### config.mk
export PLATFORM = sky130hd
export DESIGN_NAME = modport_fifo
export DESIGN_NICKNAME = d
export VERILOG_FILES = /design/src/rtl/modport_fifo.sv
export SDC_FILE = /design/constraint.sdc
export NUM_CORES = 1
export LEC_CHECK = 0
export CAP_MARGIN = 10
export CORE_UTILIZATION = 46
export CTS_BUF_LIST = sky130_fd_sc_hd__clkbuf_16
export DETAILED_ROUTE_END_ITERATION = 16
export SLEW_MARGIN = 15
export SYNTH_ARGS = -nofsm -noshare
export SYNTH_HDL_FRONTEND = slang
export SYNTH_SLANG_ARGS = --single-unit
### constraint.sdc
create_clock -name fifo_clk -period 3.8 [get_ports fifo_clk]
set_input_delay 0.57 -clock fifo_clk [delete_from_list [all_inputs] [get_ports fifo_clk]]
set_output_delay 0.57 -clock fifo_clk [all_outputs]
set_load 0.1 [all_outputs]
### src/rtl/modport_fifo.sv
// ---------------------------------------------------------------------------
// modport_fifo
// Single-clock synchronous FIFO. A producer pushes words with write_en /
// write_data, a consumer pops them with read_en; read_data is registered and
// updates one cycle after an accepted read. Full/empty flags are derived
// combinationally from (ADDR_WIDTH+1)-bit pointers whose MSB is a wrap bit.
//
// Parameters:
//   DATA_WIDTH  width of each stored word
//   ADDR_WIDTH  log2 of depth (DEPTH = 2**ADDR_WIDTH)
//
// Ports:
//   fifo_clk    in   clock, rising edge
//   fifo_rst    in   asynchronous reset, active-low
//   write_en    in   write request (accepted when not full)
//   write_data  in   word to store
//   write_full  out  FIFO holds DEPTH entries
//   read_en     in   read request (accepted when not empty)
//   read_data   out  registered read word, holds when no read is accepted
//   read_empty  out  FIFO holds 0 entries
//
// Optional build macro MODPORT_FIFO_STATUS_EN adds:
//   fill_level  out  current occupancy, 0..DEPTH
//   overflow    out  sticky: a write was attempted while full
//   underflow   out  sticky: a read was attempted while empty
// ---------------------------------------------------------------------------
module modport_fifo #(
    parameter int DATA_WIDTH = 8,
    parameter int ADDR_WIDTH = 4
) (
    input  logic                  fifo_clk,
    input  logic                  fifo_rst,
    input  logic                  write_en,
    input  logic [DATA_WIDTH-1:0] write_data,
    output logic                  write_full,
    input  logic                  read_en,
    output logic [DATA_WIDTH-1:0] read_data,
    output logic                  read_empty
`ifdef MODPORT_FIFO_STATUS_EN
    ,
    output logic [ADDR_WIDTH:0]   fill_level,
    output logic                  overflow,
    output logic                  underflow
`endif
);

    localparam int DEPTH = 2 ** ADDR_WIDTH;
    localparam logic [ADDR_WIDTH:0] PTR_ONE = {{ADDR_WIDTH{1'b0}}, 1'b1};

    logic [DATA_WIDTH-1:0] mem [DEPTH];
    logic [ADDR_WIDTH:0]   wptr;
    logic [ADDR_WIDTH:0]   rptr;
    logic                  write_accept;
    logic                  read_accept;

    // Same low bits with differing wrap bits means the writer is a full lap ahead.
    assign read_empty = (wptr == rptr);
    assign write_full = (wptr[ADDR_WIDTH] != rptr[ADDR_WIDTH]) &&
                        (wptr[ADDR_WIDTH-1:0] == rptr[ADDR_WIDTH-1:0]);

    assign write_accept = write_en & ~write_full;
    assign read_accept  = read_en & ~read_empty;

    // Storage array is deliberately not reset; reads never touch unwritten slots.
    always_ff @(posedge fifo_clk) begin
        if (write_accept) begin
            mem[wptr[ADDR_WIDTH-1:0]] <= write_data;
        end
    end

    always_ff @(posedge fifo_clk or negedge fifo_rst) begin
        if (!fifo_rst) begin
            wptr      <= '0;
            rptr      <= '0;
            read_data <= '0;
        end else begin
            if (write_accept) begin
                wptr <= wptr + PTR_ONE;
            end
            if (read_accept) begin
                read_data <= mem[rptr[ADDR_WIDTH-1:0]];
                rptr      <= rptr + PTR_ONE;
            end
        end
    end

`ifdef MODPORT_FIFO_STATUS_EN
    // Modulo subtraction of wrap-bit pointers yields occupancy 0..DEPTH directly.
    assign fill_level = wptr - rptr;

    always_ff @(posedge fifo_clk or negedge fifo_rst) begin
        if (!fifo_rst) begin
            overflow  <= 1'b0;
            underflow <= 1'b0;
        end else begin
            if (write_en && write_full) begin
                overflow <= 1'b1;
            end
            if (read_en && read_empty) begin
                underflow <= 1'b1;
            end
        end
    end
`endif

endmodule

==> metrics.txt <==
port buffer count=21; Final WS setup=0.9112 ns; Worst-path clk slew=0.06 ns; P per Cell Area=830.4 nW/um^2; clk buf depth=2; r2r endpoint=mem[7][4]; CP Launch Type=flip-flop; R2R Setup Slk=1.20 ns; Post-synth EDFFs=approximately 130; ys async rst share=around 12%; dominant cell type by area after synthesis=edfxtp_1; CP max stage delay=0.84 ns; type of the worst min-delay path=reg -> reg; die width=roughly 120 um; crit-path max FO=22; slowest cell on the critical path=dfrtp_1; Gate Count Post-Synth=301; area of the core=12620 sq um; Max-Cap Viols=0; CP endpoint kind=output port; Die ar.=13400 sq um; final worst-path cycle share=76.02%; via count=2820; final slew viol count=0; Distinct cells, synth=29; clock sinks=between 100 and 150; area occupied by multi-input gates=about 1600 sq um; post-route cell area=6909 sq um; I/O pin total=22; Area Growth Syn to Fin=16.03%; most frequent cell after synthesis=edfxtp_1; GRT overflow=0; P_leak=2.410 nW; post-CTS sizing=0; antenna violations before repair=0; Starting Density=47.18%; prevailing post-synth register cell=edfxtp_1; number of vias per cell=5.486; non-filler cells, final=514; CP required=3.23 ns; post-placement cell area=6332 sq um; Antenna diodes=0; synth cell count leaders=128 x edfxtp_1, 18 x dfrtp_1, 18 x mux2_2; fmax=346.2 MHz; VDD IR max=0.4185 mV; CTS Hold Buffers Added=0; number of global-route vias before repair=just under 3000; synthesis-stage register bit count=approximately 150; TritonCTS clock tree=yes; Synth Warn #=0; nets=346; Final Critical Period=2.889 ns; CP Cell Sequence=xnor2_1 > nand4_2 > nor2_1 > buf_4; critical path type=reg -> out; first-pass GRT wire length=approximately 18000 um; Starting DRT DRC Count=203; die height=115.8 um; drt pass-1 iters=4; Filler cells=1025; Root Driver=clkbuf_16; Worst-Skew Late Latency=0.42 ns; DRC Markers=0; Num CTS Buffers=17; unrepaired setup endpoints after global routing=no; Worst Tran Pin Value=0.9733 ns; CP endpoint=read_empty; Post-Syn Nets=318; worst slack, placed=1.143 ns; worst path arrival time=2.32 ns; H-tree depth=4; Clock Skew=just under 0.006 ns; status=complete, no violations; slew margin rel.=34.91%; DP HPWL=7721 um; largest net degree at the start of global routing=44; worst r2r src=rptr[0]; sequential cell area=4295 sq um; num rows=41; placed cell count=482; post-synthesis sequential area ratio=slightly above 70%; Syn Area/Cell=19.78 sq um; hold path start=read_data[1]; Synth top area share=between 60% and 70%; layout cells sized above 1=19.01%; worst-case reg-to-reg path depth=4; post-route ant nets=0; synthesized area=5954 sq um; final hold slack=0.5076 ns; Setup crit start=rptr[0]; GPL Wtd Cong=between 0.7 and 0.8; Area contributors post-synth=edfxtp_1 65%, dfrtp_1 7.6%, mux4_1 5.7%, mux4_2 4.2%, mux2_2 3.4%; setup_tns=0 ns; Wirelength per Cell=23.31 um; Fin. Hold Viols=0; Post-CTS Setup Inserts=0; final setup violation count=0; All-Layer GR Usage=20.06%; final wirelength=11980 um
==> layout by cell type (no fill, tap or decap), types with 2 or more instances in the layout <==
| cell | synthesis | layout |
|---|---|---|
| a221oi_1 | 8 | 8 |
| a22o_1 | 8 | 8 |
| and2_1 | 2 | 2 |
| and3_1 | 14 | 14 |
| buf_4 | 1 | 5 |
| bufinv_16 | 0 | 3 |
| clkbuf_16 | 0 | 17 |
| clkdlybuf4s50_1 | 0 | 19 |
| clkinv_1 | 0 | 2 |
| clkinv_2 | 0 | 4 |
| clkinvlp_4 | 0 | 3 |
| dfrtp_1 | 18 | 17 |
| edfxtp_1 | 128 | 128 |
| ha_1 | 5 | 5 |
| inv_1 | 3 | 6 |
| mux2_2 | 18 | 18 |
| mux2i_1 | 16 | 16 |
| mux4_1 | 13 | 13 |
| mux4_2 | 11 | 11 |
| nand2b_1 | 8 | 8 |
| nor2_1 | 4 | 4 |
| nor2b_1 | 5 | 5 |
| o2111ai_1 | 2 | 2 |
| o211ai_1 | 4 | 4 |
| xnor2_1 | 13 | 13 |
==> state kept, by name, summed over array words and instances (netlist names) <==
register / flops
wptr: 5
read_data: 8
rptr: 5
mem: 128
==> how the worst min path moves through the flow <==
stage	slack (ns)	cells after the start	to
after floorplan	0.27	0	read_data[0]
after global placement	0.49	1	read_data[0]
after detailed placement	0.50	1	read_data[1]
after CTS	0.51	1	read_data[1]
after global routing	0.53	1	read_data[6]
final	0.51	1	read_data[1]
==> logic make-up after synthesis <==
logic type / synth area share [%]
AND/OR/NAND/NOR: 3.593
AO/OA/AOI/OAI: 3.551
adder cells (fa/ha/maj): 1.051
XOR/XNOR: 2.059
buffers and inverters: 1.639
flip-flops: 72.12
multiplexers: 15.99
==> worst max-delay path: cells and delay by family, from the launching register on <==
kind | cells | cell delay, ns
flip-flops | 1 | 0.84
XOR/XNOR | 1 | 0.21
AND/OR/NAND/NOR | 2 | 0.52
buffers and inverters | 1 | 0.32
==> layer usage <==
metal  up-vias  share of wire [%]  track usage (%)  routed length, um
met5         -                  0                0                  0
met4         0                3.0            10.34                359
met3        24                5.2            4.341                622
met2        86                 47            30.48               5675
met1      1426                 44            27.45               5322
li1       1284                  -                -                  -
==> area by class of cell <==
class / count / share of cell area [%]
Clock inverter: 15 / 2.191
Tap cell: 172 / 3.115
Clock buffer: 17 / 6.157
Multi-Input combinational cell: 136 / 22.62
Inverter: 3 / 0.1630
Sequential cell: 146 / 62.17
Timing Repair Buffer: 25 / 3.586
==> metrics by stage <==
step | utilization, % | power [mW]
floorplan | - | 3.663
global placement | 50.18 | 4.161
detailed placement | 50.18 | 4.160
CTS | 54.75 | 5.788
global route | 54.75 | 5.985
finish | 54.75 | 5.737
==> power by group <==
group / leakage (nW) / switching, mW / internal [mW]
Sequential: 1.36 / 0.218 / 2.00
Combinational: 0.758 / 1.11 / 0.797
Clock: 0.287 / 0.605 / 1.01
Total: 2.41 / 1.93 / 3.80
Note: power is estimated with default switching activity, not from simulation.
